**src/rtl/coproc_argext_pkg.sv**
```systemverilog
// Shared types and response codes for the arg-max/arg-min stream coprocessor.
package coproc_argext_pkg;

    typedef enum logic [2:0] {
        CLR    = 3'd0,
        ACC1   = 3'd1,
        ACC2   = 3'd2,
        RD_IDX = 3'd3,
        RD_VAL = 3'd4,
        RD_CNT = 3'd5
    } argext_cmd_t;

    typedef enum logic {
        IDLE = 1'b0,
        RESP = 1'b1
    } argext_state_t;

    localparam logic [31:0] EMPTY_IDX = 32'hFFFF_FFFF;
    localparam logic [31:0] OVF_RESP  = 32'hFFFF_FFFE;

endpackage

```
**src/rtl/coproc_argext_cmp.sv**
```systemverilog
// Pair selector: folds up to two new elements into the running best, src0 first.
// Combinational; no backpressure.
module coproc_argext_cmp #(
    parameter int DATA_W   = 32,
    parameter int SIGNED   = 0,
    parameter int FIND_MIN = 0
) (
    input  logic [DATA_W-1:0] i_best,
    input  logic              i_valid,
    input  logic [DATA_W-1:0] i_src0,
    input  logic [DATA_W-1:0] i_src1,
    input  logic [1:0]        i_n_elems,
    output logic              o_take,
    output logic              o_sel1,
    output logic [DATA_W-1:0] o_new_val
);

    // Strict compare, so an equal value never displaces the earlier index.
    function automatic logic better(input logic [DATA_W-1:0] a, input logic [DATA_W-1:0] b);
        logic gt;
        logic lt;
        if (SIGNED != 0) begin
            gt = $signed(a) > $signed(b);
            lt = $signed(a) < $signed(b);
        end else begin
            gt = a > b;
            lt = a < b;
        end
        return (FIND_MIN != 0) ? lt : gt;
    endfunction

    logic              w_take0;
    logic              w_take1;
    logic [DATA_W-1:0] w_mid;

    always_comb begin
        w_take0   = (i_n_elems != 2'd0) && (!i_valid || better(i_src0, i_best));
        w_mid     = w_take0 ? i_src0 : i_best;
        w_take1   = (i_n_elems == 2'd2) && better(i_src1, w_mid);
        o_take    = w_take0 | w_take1;
        o_sel1    = w_take1;
        o_new_val = w_take1 ? i_src1 : w_mid;
    end

endmodule

```
**src/rtl/coproc_argext_stream.sv**
```systemverilog
// Running arg-max/arg-min coprocessor on a one-request/one-response port; ARGEXT_OVF_EN adds sticky index overflow.
// Latency: response valid the cycle after accept, held until resp_ack_i.
// Backpressure: a new request is accepted only when idle or when the pending response is acked that cycle.
module coproc_argext_stream
    import coproc_argext_pkg::*;
#(
    parameter int DATA_W   = 32,
    parameter int IDX_W    = 16,
    parameter int SIGNED   = 0,
    parameter int FIND_MIN = 0
) (
    input  logic              clk_i,
    input  logic              rst_i,
    input  logic              req_i,
    output logic              req_ack_o,
    input  logic [2:0]        req_cmd_bi,
    input  logic [DATA_W-1:0] req_src0_bi,
    input  logic [DATA_W-1:0] req_src1_bi,
    output logic              resp_req_o,
    output logic [31:0]       resp_data_bo,
    input  logic              resp_ack_i
);

    argext_state_t     r_state;
    argext_state_t     w_state_nxt;
    logic [IDX_W-1:0]  r_cnt;
    logic [IDX_W-1:0]  r_best_idx;
    logic [DATA_W-1:0] r_best_val;
    logic              r_valid;
    logic [31:0]       r_resp_data;

    logic              w_ovf;
    logic [1:0]        w_n_elems;
    logic [IDX_W-1:0]  w_cnt_nxt;
    logic              w_take;
    logic              w_sel1;
    logic [DATA_W-1:0] w_new_val;
    logic [IDX_W-1:0]  w_new_idx;
    logic [IDX_W-1:0]  w_idx_after;
    logic [31:0]       w_val_word;
    logic [31:0]       w_resp_nxt;
    logic              w_is_clr;

    assign req_ack_o = req_i & ((r_state == IDLE) | resp_ack_i);
    assign w_is_clr  = (req_cmd_bi == CLR);

    always_ff @(posedge clk_i or posedge rst_i) begin
        if (rst_i) begin
            r_state <= IDLE;
        end else begin
            r_state <= w_state_nxt;
        end
    end

    always_comb begin
        w_state_nxt = r_state;
        resp_req_o  = (r_state == RESP);
        case (r_state)
            IDLE: if (req_ack_o) w_state_nxt = RESP;
            RESP: if (resp_ack_i && !req_ack_o) w_state_nxt = IDLE;
            default: w_state_nxt = IDLE;
        endcase
    end

    // Overflowed accumulators are frozen by feeding zero elements to the selector.
    always_comb begin
        w_n_elems = 2'd0;
        if (!w_ovf) begin
            if (req_cmd_bi == ACC1) begin
                w_n_elems = 2'd1;
            end else if (req_cmd_bi == ACC2) begin
                w_n_elems = 2'd2;
            end
        end
    end

`ifdef ARGEXT_OVF_EN
    logic r_ovf;
    logic w_wrap;

    assign {w_wrap, w_cnt_nxt} = {1'b0, r_cnt} + (IDX_W + 1)'(w_n_elems);
    assign w_ovf = r_ovf;

    always_ff @(posedge clk_i or posedge rst_i) begin
        if (rst_i) begin
            r_ovf <= 1'b0;
        end else if (req_ack_o) begin
            if (w_is_clr) begin
                r_ovf <= 1'b0;
            end else if (w_wrap) begin
                r_ovf <= 1'b1;
            end
        end
    end
`else
    assign w_cnt_nxt = r_cnt + IDX_W'(w_n_elems);
    assign w_ovf     = 1'b0;
`endif

    coproc_argext_cmp #(
        .DATA_W   (DATA_W),
        .SIGNED   (SIGNED),
        .FIND_MIN (FIND_MIN)
    ) u_cmp (
        .i_best    (r_best_val),
        .i_valid   (r_valid),
        .i_src0    (req_src0_bi),
        .i_src1    (req_src1_bi),
        .i_n_elems (w_n_elems),
        .o_take    (w_take),
        .o_sel1    (w_sel1),
        .o_new_val (w_new_val)
    );

    assign w_new_idx   = w_sel1 ? (r_cnt + IDX_W'(1)) : r_cnt;
    assign w_idx_after = w_take ? w_new_idx : r_best_idx;
    assign w_val_word  = (SIGNED != 0) ? 32'($signed(r_best_val)) : 32'(r_best_val);

    always_comb begin
        w_resp_nxt = r_valid ? 32'(r_best_idx) : EMPTY_IDX;
        case (req_cmd_bi)
            CLR:        w_resp_nxt = 32'd0;
            ACC1, ACC2: w_resp_nxt = w_ovf ? OVF_RESP : 32'(w_idx_after);
            RD_VAL:     w_resp_nxt = w_val_word;
            RD_CNT:     w_resp_nxt = {~r_valid, w_ovf, 30'(r_cnt)};
            default:    w_resp_nxt = r_valid ? 32'(r_best_idx) : EMPTY_IDX;
        endcase
    end

    always_ff @(posedge clk_i or posedge rst_i) begin
        if (rst_i) begin
            r_cnt       <= '0;
            r_best_idx  <= '0;
            r_best_val  <= '0;
            r_valid     <= 1'b0;
            r_resp_data <= 32'd0;
        end else if (req_ack_o) begin
            r_resp_data <= w_resp_nxt;
            if (w_is_clr) begin
                r_cnt      <= '0;
                r_best_idx <= '0;
                r_best_val <= '0;
                r_valid    <= 1'b0;
            end else if (w_n_elems != 2'd0) begin
                r_cnt <= w_cnt_nxt;
                if (w_take) begin
                    r_best_val <= w_new_val;
                    r_best_idx <= w_new_idx;
                    r_valid    <= 1'b1;
                end
            end
        end
    end

    assign resp_data_bo = r_resp_data;

endmodule

```
**config.mk**
```make
export PLATFORM = sky130hd
export DESIGN_NAME = coproc_argext_stream
export DESIGN_NICKNAME = d
export VERILOG_FILES = /design/src/rtl/coproc_argext_pkg.sv /design/src/rtl/coproc_argext_cmp.sv /design/src/rtl/coproc_argext_stream.sv
export SDC_FILE = /design/constraint.sdc
export NUM_CORES = 1
export LEC_CHECK = 0
export ABC_AREA = 0
export CELL_PAD_IN_SITES_DETAIL_PLACEMENT = 2
export CELL_PAD_IN_SITES_GLOBAL_PLACEMENT = 2
export CORE_MARGIN = 10
export CORE_UTILIZATION = 37
export DETAILED_ROUTE_END_ITERATION = 8
export PLACE_DENSITY_LB_ADDON = 0.1
export SYNTH_ARGS = -nofsm -noshare
export SYNTH_HDL_FRONTEND = slang
export SYNTH_SLANG_ARGS = --single-unit
export TNS_END_PERCENT = 50
```
**constraint.sdc**
```tcl
create_clock -name clk_i -period 13.9 [get_ports clk_i]
set_clock_uncertainty 0.15 [all_clocks]
set_input_delay 2.085 -clock clk_i [delete_from_list [all_inputs] [get_ports clk_i]]
set_output_delay 2.085 -clock clk_i [all_outputs]
set_load 0.01 [all_outputs]
```
==> results.json <==
{
  "syn_inst": 802,
  "postSynth.asyncResetShare": 1.000,
  "combPwrFrac": 0.383,
  "synth-seq-cells": 98,
  "vias": 6856,
  "cts.sinks": 98,
  "wl_per_cell_um": 24.54,
  "critPathCaptureType": "flop",
  "drc_errors": 0,
  "fillers": 2122,
  "path_buf_inv": 4,
  "die_area_um2": 25520,
  "whs_endpoint": "resp_data_bo[31]",
  "area_growth_pct": 21.49,
  "io_pins": 105,
  "whs_path_depth": 2,
  "syn_area_per_cell_um2": 9.011,
  "worst_pin_slew_ps": 1116,
  "worstSetupPathType": "in -> reg",
  "grt_setup_unrepaired": "no",
  "fmax_mhz": 116.8,
  "ir_drop_mv": 0.06049,
  "cts_max_level": 3,
  "grt_max_degree": 69,
  "critPathMaxStageDelay_ps": 770,
  "yosysWarnings": 0,
  "grt_pass1_wl_um": 44600,
  "first_iter_violations": 332,
  "switchingPower_mw": 0.4089,
  "seq_area_frac_synth": 0.3393,
  "drv_cap": 0,
  "gp_congestion": 0.8710,
  "fin_nets": 1017,
  "die_h_um": 159.8,
  "cpMostUsedCell": "buf_4",
  "reg2regPathDepth": 19,
  "fin_hold_ws_ps": 350.1,
  "worstReg2RegStart": "r_best_val[11]",
  "period_share": 0.6162,
  "cp.required_ps": 14040,
  "slew_violations": 0,
  "row_count": 51,
  "outcome": "finished, final reports clean",
  "hp-class": "reg -> reg",
  "grt-ovfl-total": 0,
  "drtAntennaViolNets": 0,
  "n_antenna_cell": 0,
  "hpwl_um": 20750,
  "antenna_found_initial": 0,
  "netlist_area_um2": 7227,
  "layout_commonest_cell": "clkdlybuf4s50_1",
  "cts_resized": 0,
  "seqPwrFrac": 0.371,
  "p_leak_nw": 3.688,
  "power-per-cell-area_nw_per_um2": 121.7,
  "cts_buffers": 9,
  "ys_types": 69,
  "hold_violations": 0,
  "cts_hold_buf": 0,
  "port-buffer-count": 104,
  "slew_headroom": 0.2535,
  "synth_edf_count": 0,
  "fin_util": 0.4541,
  "core-area_um2": 19330,
  "synth_ff_type": "dfrtp_1",
  "reg2reg_slack_ps": 7350,
  "cp_top_family": "simple AND/OR/NAND/NOR gates",
  "power.internal_mw": 0.6594,
  "slowest_stage": "nor2_4",
  "finalInstanceArea_um2": 8780,
  "worstHoldStart": "resp_data_bo[31]",
  "synth_nets": 941,
  "clock_path_buffers": 2,
  "first_global_vias": 7770,
  "clock_power_share": 0.247,
  "drive_gt1_frac": 0.05436,
  "routed_wl_um": 28170,
  "fin_setup_tns_ps": 0,
  "postCtsSetupBuffers": 0,
  "path_max_fanout": 33,
  "initial_core_util": 0.3738,
  "die-width_um": 159.8,
  "first_pass_iters": 5,
  "switching_share": 0.3828,
  "dpl_cell_area_um2": 8484,
  "r2r-end": "r_best_val[13]",
  "arrival_ps": 8700,
  "crit_chain": "clkdlybuf4s50_1, buf_4, and2_1, or2_1, o2111ai_1, nand2_2, buf_4, mux2i_1, ha_1, nand4_1, nor4_1, a21bo_2, a21oi_2, nor2_2, buf_4, nand2_1, nor2_4, a221o_1",
  "final_cell_mix": "104 x clkdlybuf4s50_1, 98 x dfrtp_1, 74 x nor2_1, 67 x ha_1, 65 x a21oi_1",
  "worstSetupStartpointType": "input port",
  "grt_usage": 0.2172,
  "cts_tree": "done",
  "clkTransAtPathRegs_ps": 70,
  "avgViaCountPerCell": 5.972,
  "period_minus_slack_ps": 8565,
  "insertion_delay_ps": 360,
  "setup-violations-final": 0,
  "clockRootBuffer": "clkbuf_16"
}
## how the worst max path moves through the flow
stage	from	end	cells after the start
2_1_floorplan	req_src0_bi[1]	r_best_val[10]	19
3_3_place_gp	req_cmd_bi[0]	r_best_val[29]	18
3_5_place_dp	req_cmd_bi[0]	r_best_val[11]	18
4_1_cts	req_cmd_bi[1]	r_best_val[13]	18
5_1_grt	req_cmd_bi[1]	r_best_val[25]	18
6_report	req_cmd_bi[1]	r_best_val[13]	18
## cells in the mapped netlist, types with 3 or more instances
| master | number | share of area |
|---|---|---|
| dfrtp_1 | 98 | 0.34 |
| nor2_1 | 74 | 0.038 |
| ha_1 | 67 | 0.12 |
| a21oi_1 | 65 | 0.045 |
| nand2_1 | 61 | 0.032 |
| mux2i_1 | 57 | 0.079 |
| inv_1 | 38 | 0.020 |
| and3_1 | 36 | 0.031 |
| a221o_1 | 33 | 0.046 |
| o21ai_0 | 29 | 0.020 |
| clkbuf_1 | 28 | 0.015 |
| nand3_1 | 24 | 0.017 |
| nand4_1 | 19 | 0.016 |
| buf_2 | 17 | 0.012 |
| o211ai_1 | 13 | 0.014 |
| xor2_1 | 13 | 0.016 |
| a31oi_1 | 10 | 0.0087 |
| and2_1 | 7 | 0.0061 |
| nand2b_1 | 7 | 0.0061 |
| nor3_1 | 7 | 0.0048 |
| o22ai_1 | 7 | 0.0061 |
| or3_1 | 7 | 0.0061 |
| xnor2_1 | 7 | 0.0085 |
| o2111ai_1 | 5 | 0.0061 |
| o221ai_1 | 4 | 0.0048 |
| o32a_1 | 4 | 0.0055 |
| nor2b_1 | 3 | 0.0026 |
| nor3b_1 | 3 | 0.0031 |
| o311ai_0 | 3 | 0.0036 |
| or2_1 | 3 | 0.0026 |
## stage by stage
stage          power, mW  cells  setup WS [ps]
2_1_floorplan     0.6233    802           7792
6_report           1.068   1148           5335
4_1_cts            1.073   1148           5442
3_5_place_dp      0.8074   1132           5117
3_3_place_gp      0.7783   1132           5388
5_1_grt            1.135   1148           4891
## power by group through the flow
stage / combinational [mW] / clock, mW / sequential (mW)
after CTS: 0.412 / 0.268 / 0.394
after detailed placement: 0.409 / 0 / 0.399
after floorplan: 0.241 / 0 / 0.383
after global placement: 0.383 / 0 / 0.395
after global routing: 0.454 / 0.279 / 0.402
final: 0.409 / 0.263 / 0.396
## routing by layer
metal,part of all wire,vias to the layer above,global-route usage
li1,-,3136,-
met1,0.44,3545,0.2744
met2,0.50,147,0.3708
met3,0.045,28,0.03933
met4,0.015,0,0.05981
met5,0,-,0
## cells by family after synthesis
kind of cell | count (synthesis) | synth area share
xor gates and xnor gates | 20 | 0.02424
buffers and inverters | 89 | 0.05177
adders and majority gates | 68 | 0.1188
AOI/OAI and AO/OA | 202 | 0.1986
DFF | 98 | 0.3393
and+or+nand+nor | 267 | 0.1868
muxes | 58 | 0.08051
## tightest hold or removal path, cell delays in order, from the launching register on
cell	delay, ps
dfrtp_1	350
nand2_1	50
o21ai_0	60
## flip-flops by register name, summed over array words and instances (netlist names)
register and cells:
r_cnt 16, r_best_val 32, resp_data_bo 32, r_valid 1, resp_req_o 1, r_best_idx 16
## area by class of cell
cell class                 instances  area, µm²  area share
clock inverter                     6      66.31    0.007553
timing repair buffer             115       1124      0.1280
clock buffer                      10      229.0     0.02608
multi-input combinational        615       4428      0.5043
sequential                        98       2452      0.2793
tap                              265      331.6     0.03777
inverter                          39      148.9     0.01696
Power figures use the tool's default switching activity.
